$ cat src/rtl/iq_demod.sv
// Synchronous I/Q demodulator: correlates ADC samples against a 64-point sine/cosine
// reference over NUM_PERIODS periods. Define IQ_OFFSET_BINARY_EN for offset-binary ADC data.
module iq_demod #(
    parameter int ADC_W       = 12,
    parameter int NUM_PERIODS = 16
) (
    input  logic             clk,
    input  logic             rst,
    input  logic             meas_start,
    input  logic             abort,
    input  logic [ADC_W-1:0] adc_data,
    input  logic             adc_valid,
    output logic [31:0]      iq_x,
    output logic [31:0]      iq_y,
    output logic             iq_valid,
    output logic             busy
);

    localparam int TOTAL  = 64 * NUM_PERIODS;
    localparam int CNT_W  = $clog2(TOTAL + 1);
    localparam int PROD_W = ADC_W + 16;
    localparam int ACC_W  = 38;

    typedef enum logic [1:0] {StIdle, StAcc, StFlush, StDump} state_t;

    // Quarter-wave table: round(16383 * sin(2*pi*i/64)) for i = 0..16.
    function automatic logic signed [15:0] quarter(input logic [4:0] i);
        case (i)
            5'd0:    return 16'sd0;
            5'd1:    return 16'sd1606;
            5'd2:    return 16'sd3196;
            5'd3:    return 16'sd4756;
            5'd4:    return 16'sd6270;
            5'd5:    return 16'sd7723;
            5'd6:    return 16'sd9102;
            5'd7:    return 16'sd10393;
            5'd8:    return 16'sd11585;
            5'd9:    return 16'sd12664;
            5'd10:   return 16'sd13622;
            5'd11:   return 16'sd14449;
            5'd12:   return 16'sd15136;
            5'd13:   return 16'sd15678;
            5'd14:   return 16'sd16068;
            5'd15:   return 16'sd16304;
            5'd16:   return 16'sd16383;
            default: return 16'sd0;
        endcase
    endfunction

    function automatic logic signed [15:0] sin_lut(input logic [5:0] k);
        logic [4:0]         idx;
        logic signed [15:0] m;
        idx = k[4] ? (5'd16 - {1'b0, k[3:0]}) : {1'b0, k[3:0]};
        m   = quarter(idx);
        return k[5] ? -m : m;
    endfunction

    function automatic logic signed [15:0] cos_lut(input logic [5:0] k);
        return sin_lut(k + 6'd16);
    endfunction

    state_t                    st;
    logic [5:0]                k;
    logic [CNT_W-1:0]          cnt;
    logic signed [ADC_W-1:0]   samp;
    logic                      s1_v, s2_v;
    logic signed [ADC_W-1:0]   s1_samp;
    logic signed [15:0]        s1_cos, s1_sin;
    logic signed [PROD_W-1:0]  px, py;
    logic signed [ACC_W-1:0]   acc_x, acc_y;

    always_comb begin
`ifdef IQ_OFFSET_BINARY_EN
        samp = {~adc_data[ADC_W-1], adc_data[ADC_W-2:0]};
`else
        samp = adc_data;
`endif
    end

    always_ff @(posedge clk or posedge rst) begin
        if (rst) begin
            st       <= StIdle;
            k        <= '0;
            cnt      <= '0;
            s1_v     <= 1'b0;
            s2_v     <= 1'b0;
            s1_samp  <= '0;
            s1_cos   <= '0;
            s1_sin   <= '0;
            px       <= '0;
            py       <= '0;
            acc_x    <= '0;
            acc_y    <= '0;
            iq_x     <= '0;
            iq_y     <= '0;
            iq_valid <= 1'b0;
            busy     <= 1'b0;
        end else begin
            // Two-stage pipeline: table lookup, then multiply, then accumulate.
            iq_valid <= 1'b0;
            s1_v     <= 1'b0;
            s2_v     <= s1_v;
            px       <= s1_samp * s1_cos;
            py       <= s1_samp * s1_sin;
            if (s2_v) begin
                acc_x <= acc_x + {{(ACC_W-PROD_W){px[PROD_W-1]}}, px};
                acc_y <= acc_y + {{(ACC_W-PROD_W){py[PROD_W-1]}}, py};
            end
            if (abort) begin
                st    <= StIdle;
                busy  <= 1'b0;
                s1_v  <= 1'b0;
                s2_v  <= 1'b0;
                acc_x <= '0;
                acc_y <= '0;
            end else begin
                case (st)
                    StIdle: if (meas_start) begin
                        acc_x <= '0;
                        acc_y <= '0;
                        k     <= '0;
                        cnt   <= '0;
                        busy  <= 1'b1;
                        st    <= StAcc;
                    end
                    StAcc: if (adc_valid) begin
                        s1_v    <= 1'b1;
                        s1_samp <= samp;
                        s1_cos  <= cos_lut(k);
                        s1_sin  <= sin_lut(k);
                        k       <= k + 6'd1;
                        cnt     <= cnt + 1'b1;
                        if (cnt == CNT_W'(TOTAL - 1)) st <= StFlush;
                    end
                    // Last product is being accumulated on this edge.
                    StFlush: if (s2_v && !s1_v) st <= StDump;
                    StDump: begin
                        iq_x     <= acc_x[ACC_W-1:6];
                        iq_y     <= acc_y[ACC_W-1:6];
                        iq_valid <= 1'b1;
                        busy     <= 1'b0;
                        st       <= StIdle;
                    end
                    default: st <= StIdle;
                endcase
            end
        end
    end

endmodule

$ cat config.mk
export PLATFORM = sky130hd
export DESIGN_NAME = iq_demod
export DESIGN_NICKNAME = d
export VERILOG_FILES = /design/src/rtl/iq_demod.sv
export SDC_FILE = /design/constraint.sdc
export NUM_CORES = 2
export LEC_CHECK = 0
export BUFFER_PORTS_ARGS = -buffer_cell sky130_fd_sc_hd__buf_2
export CAP_MARGIN = 20
export CELL_PAD_IN_SITES_DETAIL_PLACEMENT = 1
export CELL_PAD_IN_SITES_GLOBAL_PLACEMENT = 1
export CORE_UTILIZATION = 29
export CTS_CLUSTER_SIZE = 8
export DETAILED_ROUTE_END_ITERATION = 16
export PLACE_DENSITY = 0.62
export SLEW_MARGIN = 0
export SYNTH_ARGS = -nofsm -noshare
export SYNTH_HDL_FRONTEND = slang
export SYNTH_SLANG_ARGS = --single-unit
$ cat constraint.sdc
create_clock -name clk -period 9.6 [get_ports clk]
set_input_delay 2.88 -clock clk [delete_from_list [all_inputs] [get_ports clk]]
set_output_delay 2.88 -clock clk [all_outputs]
set_load 0.05 [all_outputs]
# Word-level counts from Yosys, hierarchy flattened
# Memories as Yosys holds them, arrays and structs flattened.
# Index checks and enable logic that the tools add are counted.
# word_totals
latch_bits	0
mem_bits_rw	0
output_inout_bits	66
mem_count	2
elab_cells	89
rom_bits	896
regBits	263
# classes
add_sub_neg	9
mul	2
mux	39
eq_ne	10
n_bitwise	1
n_div	0
reduce_logical	10
shifts	0
order_cmp	0
# memory_table
memory	words	word_bits	read_ports	rd_ports_with_merged_regs	write_ports	line	text
(name not given)	32	14	1	0	0	28	case (i)
(name not given)	32	14	1	0	0	28	
# op_table
op	count
$mux W38	8
$mux W16	8
$add A38 B38 Y38	2
$mul A12 B16 Y28	2
$neg A16 Y16	2
$mux W11	2
$pmux W11 S2	1
$mux W6	2
$ne A3 B3 Y1 const B	4
$pmux W6 S2	1
$add A11 B1 Y11 const B	1
$eq A11 B10 Y1 const B	1
$mux W2	5
$mux W5	2
$sub A5 B4 Y5 const A	2
$mux W1	8
$pmux W2 S4	1
$reduce_and A4 Y1	2
$add A6 B1 Y6 const B	1
$add A6 B5 Y6 const B	1
$eq A2 B2 Y1 const B	2
$ne A2 B2 Y1 const B	2
$reduce_and A2 Y1	2
$reduce_and A3 Y1	1
other kinds (8)	8

# Depth between registers and ports, before layout
# An unclocked memory read counts as a cell.
# depth
ltp_word	9
mapped_depth	22

# Least setup slack after synthesis
# No wires, ideal clock.
# synth_timing
kind	reg2reg
startpoint	reg s1_samp[11]
endpoint	reg px[25]
arrival_time_ps	5256
stages_incl_launch_ff	21
synth_period_minus_slack_ps	5336
slack_ps	4264
t_required_ps	9520
setup_ps	80
path_cell_list	dfrtp_1 > clkinv_1 > clkbuf_1 > nor2_1 > fa_1 > fa_1 > fa_1 > fa_1 > inv_1 > fa_1 > inv_1 > ha_1 > a21o_1 > a21oi_1 > nor2b_1 > a311oi_1 > o41ai_1 > a311oi_1 > a21o_1 > a21oi_1 > xnor2_1
# synth_via
elab_chain_len	1
# synth_lines
item	line	text
start: declaration	67	logic signed [ADC_W-1:0] s1_samp;
start signal: assignment	128	s1_samp <= samp;
$mul A12 B16 Y28	103	px <= s1_samp * s1_cos;
end signal: assignment	103	
end: declaration	69	logic signed [PROD_W-1:0] px, py;
# Every way passes these cells.
# A chain may end at the register's enable or synchronous reset.

# Worst setup path in the final report
# layout_timing
startpoint	reg s1_samp[7]
endpoint	reg px[27]
# The elaborated chain is that of the path after synthesis.

==> reports/metrics.cfg <==
[cts]
clk_pin_slew_ns = 0.05
clk_latency_ns = 0.58
clock-root-buffer = clkbuf_16
cts.hold.buffers_added = 0
htreeDepth = 2
clock_tree.buffer_depth = 3
tritoncts = yes
post-cts-setup-buffers = 0
numCtsBuffers = 40
ctsResizeCount = 0
cts.sinks = 263

[placement]
dp.cells = 4416
gp_congestion = 0.836
dp_hpwl_um = 58800
io_buffers = 82

[layout]
layout.nets = 3749
layout-drive-gt1-share = 0.0836
antennaDiodeCount = 0
mostFrequentLayoutCells = inv_1 (466), nand2_1 (398), fa_1 (358)
nFillCells = 11400
final_common_cell = inv_1
fin_cells = 4467
area_delta_synth_final_pct = 9.61

[floorplan]
boundaryPins = 83
die_w_um = 318
die_area_sq_um = 101000
die_y_um = 318
rows = 115
coreArea_sq_um = 98600
start_util = 0.293

[global_route]
grt_pass1_wl_um = 126000
grt_pass1_vias = 23200
antenna_found_initial = 0
grt_max_degree = 150
grt_remaining_overflow = 0
grtUsageTotal = 0.154

[sta]
final_max_slew_viol_count = 0
layout_worst_path_cycle_share = 0.658
clock_skew_ns = 0.0286
max-slew-margin-rel = 0.361
fin_crit_ns = 6.31
tightest_slew_ns = 0.932
setup_tns_ns = 0
rsz0062_at_grt = false
setup_violations = 0
fmax_ghz = 0.158
timing.hold.ws_ns = 0.474
hold_violations = 0

[setup_path]
worstSetupPathType = register to register
critPathMaxFanout = 18
end_kind = register
setup.worst_path.start = s1_samp[7]$_DFFE_PP0P_
crit_required_ns = 10.01
r2r_start = s1_samp[7]$_DFFE_PP0P_
arrival_ns = 6.72
ff2ff_path_depth = 20
start_kind = register

[synthesis]
synth_warnings = 0
syn_area_per_cell_sq_um = 9.14
async_flop_share = 1.00
synth_edf_count = 0
ys_seq_area_frac = 0.228
ys.flop_type = dfrtp_1
synthDistinctLibCells = 82
synth-seq-cells = 263
synth_cells = 3160
synth_nets = 3738
syn_area_sq_um = 28900

[routing]
drtPass1Iterations = 8
via_per_inst = 4.80
drc = 0
first_iter_violations = 856
vias = 21400
drt_wl_total_um = 76400
wl_per_cell_um = 17.1
ant_nets = 0

[run]
maxCapViolCount = 0

[run_status]
status = finished, final reports clean

[hold_path]
hold_depth = 2
holdCritStartpoint = s1_samp[4]$_DFFE_PP0P_
hold_path_class = register to register

==> metrics by stage <==
stage | cell area, sq um | setup WS [ns] | utilization
detailed placement | 30600 | 3.27 | 0.311
global route | 31700 | 2.91 | 0.321
global placement | 30600 | 3.39 | 0.311
floorplan | 28900 | 3.25 | -
CTS | 31700 | 3.25 | 0.321
finish | 31700 | 3.29 | 0.321
==> worst paths after layout <==
check                                               to  slack (ns)
worst max-delay path                  px[27]$_DFF_PP0_        3.29
worst min-delay path            s1_samp[4]$_DFFE_PP0P_        0.47
worst max register to register        px[27]$_DFF_PP0_        3.29
worst min register to register  s1_samp[4]$_DFFE_PP0P_        0.47
max in group asynchronous             py[27]$_DFF_PP0_        5.67
min in group asynchronous          acc_x[28]$_DFF_PP0_        2.54
==> final cells by class <==
cell class	instances	area [sq um]	share of cell area
Timing Repair Buffer	113	656	0.0207
Tap cell	1287	1610	0.0508
Clock inverter	6	45.0	0.00142
Sequential cell	263	6590	0.208
Multi-Input combinational cell	2282	20000	0.631
Clock buffer	45	1020	0.0322
Inverter	471	1770	0.0559
==> critical path: stages, from the launching register on <==
cell      delay (ns)
dfrtp_1         0.74
buf_4           0.37
nand2_1         0.12
fa_1            0.53
inv_1           0.05
fa_1            0.55
fa_1            0.44
fa_1            0.49
inv_1           0.05
fa_1            0.48
inv_1           0.04
ha_1            0.32
a21o_1          0.17
a21oi_1         0.28
nor2b_1         0.18
a311oi_1        0.09
o41ai_1         0.48
a311oi_1        0.27
a211oi_1        0.27
o21bai_1        0.10
xnor2_1         0.13
==> logic make-up (layout without fill, tap and decap cells) <==
group | count (synthesis) | count (layout) | share of synthesized area
compound gates | 504 | 504 | 0.112
simple gates | 935 | 935 | 0.148
mux | 117 | 117 | 0.0434
xor+xnor | 165 | 165 | 0.0509
fa+ha+maj | 561 | 561 | 0.336
buf+inv | 615 | 635 | 0.0812
flops | 263 | 263 | 0.228
==> metal layers <==
layer	up-vias	routed length, um	global-route usage
met5	-	0	0
met4	0	1180	0.0311
met3	77	2100	0.0173
met2	234	36000	0.257
met1	11000	37200	0.215
li1	10200	-	-
==> state kept, by name, summed over array words and instances, names as in the netlist <==
signal and flops:
px 28, acc_y 38, iq_x 32, st 2, iq_y 32, cnt 11, py 28, acc_x 38
iq_valid 1, s1_sin 16, busy 1, s1_samp 12, s1_cos 16, s1_v 1, k 6, s2_v 1
==> cell usage after synthesis (9+ instances only) <==
| cell type | count | area, sq um |
|---|---|---|
| and2_1 | 127 | 795 |
| a31oi_1 | 22 | 138 |
| xnor2_1 | 109 | 955 |
| nand2_1 | 398 | 1490 |
| clkbuf_1 | 120 | 450 |
| nand3_1 | 42 | 210 |
| o31ai_1 | 9 | 67.6 |
| nand4_1 | 19 | 119 |
| fa_1 | 358 | 7170 |
| nor2b_1 | 18 | 113 |
| o211ai_1 | 11 | 82.6 |
| a21oi_1 | 139 | 696 |
| o21ai_0 | 114 | 571 |
| ha_1 | 203 | 2540 |
| mux2_2 | 66 | 743 |
| and3_1 | 15 | 93.8 |
| xor2_1 | 54 | 473 |
| o21a_1 | 17 | 128 |
| inv_1 | 468 | 1760 |
| nor2_1 | 210 | 788 |
| dfrtp_1 | 263 | 6580 |
| mux2i_1 | 51 | 510 |
| o21bai_1 | 15 | 113 |
| or2_2 | 10 | 62.6 |
| o21ai_1 | 10 | 50.1 |
| a211oi_1 | 27 | 203 |
| nand2b_1 | 32 | 200 |
| buf_2 | 13 | 65.1 |
| a21o_1 | 61 | 458 |
| nor3_1 | 34 | 170 |
Power is not shown: default switching activity piles up to over one toggle a cycle in this logic, so the estimate is an artifact.
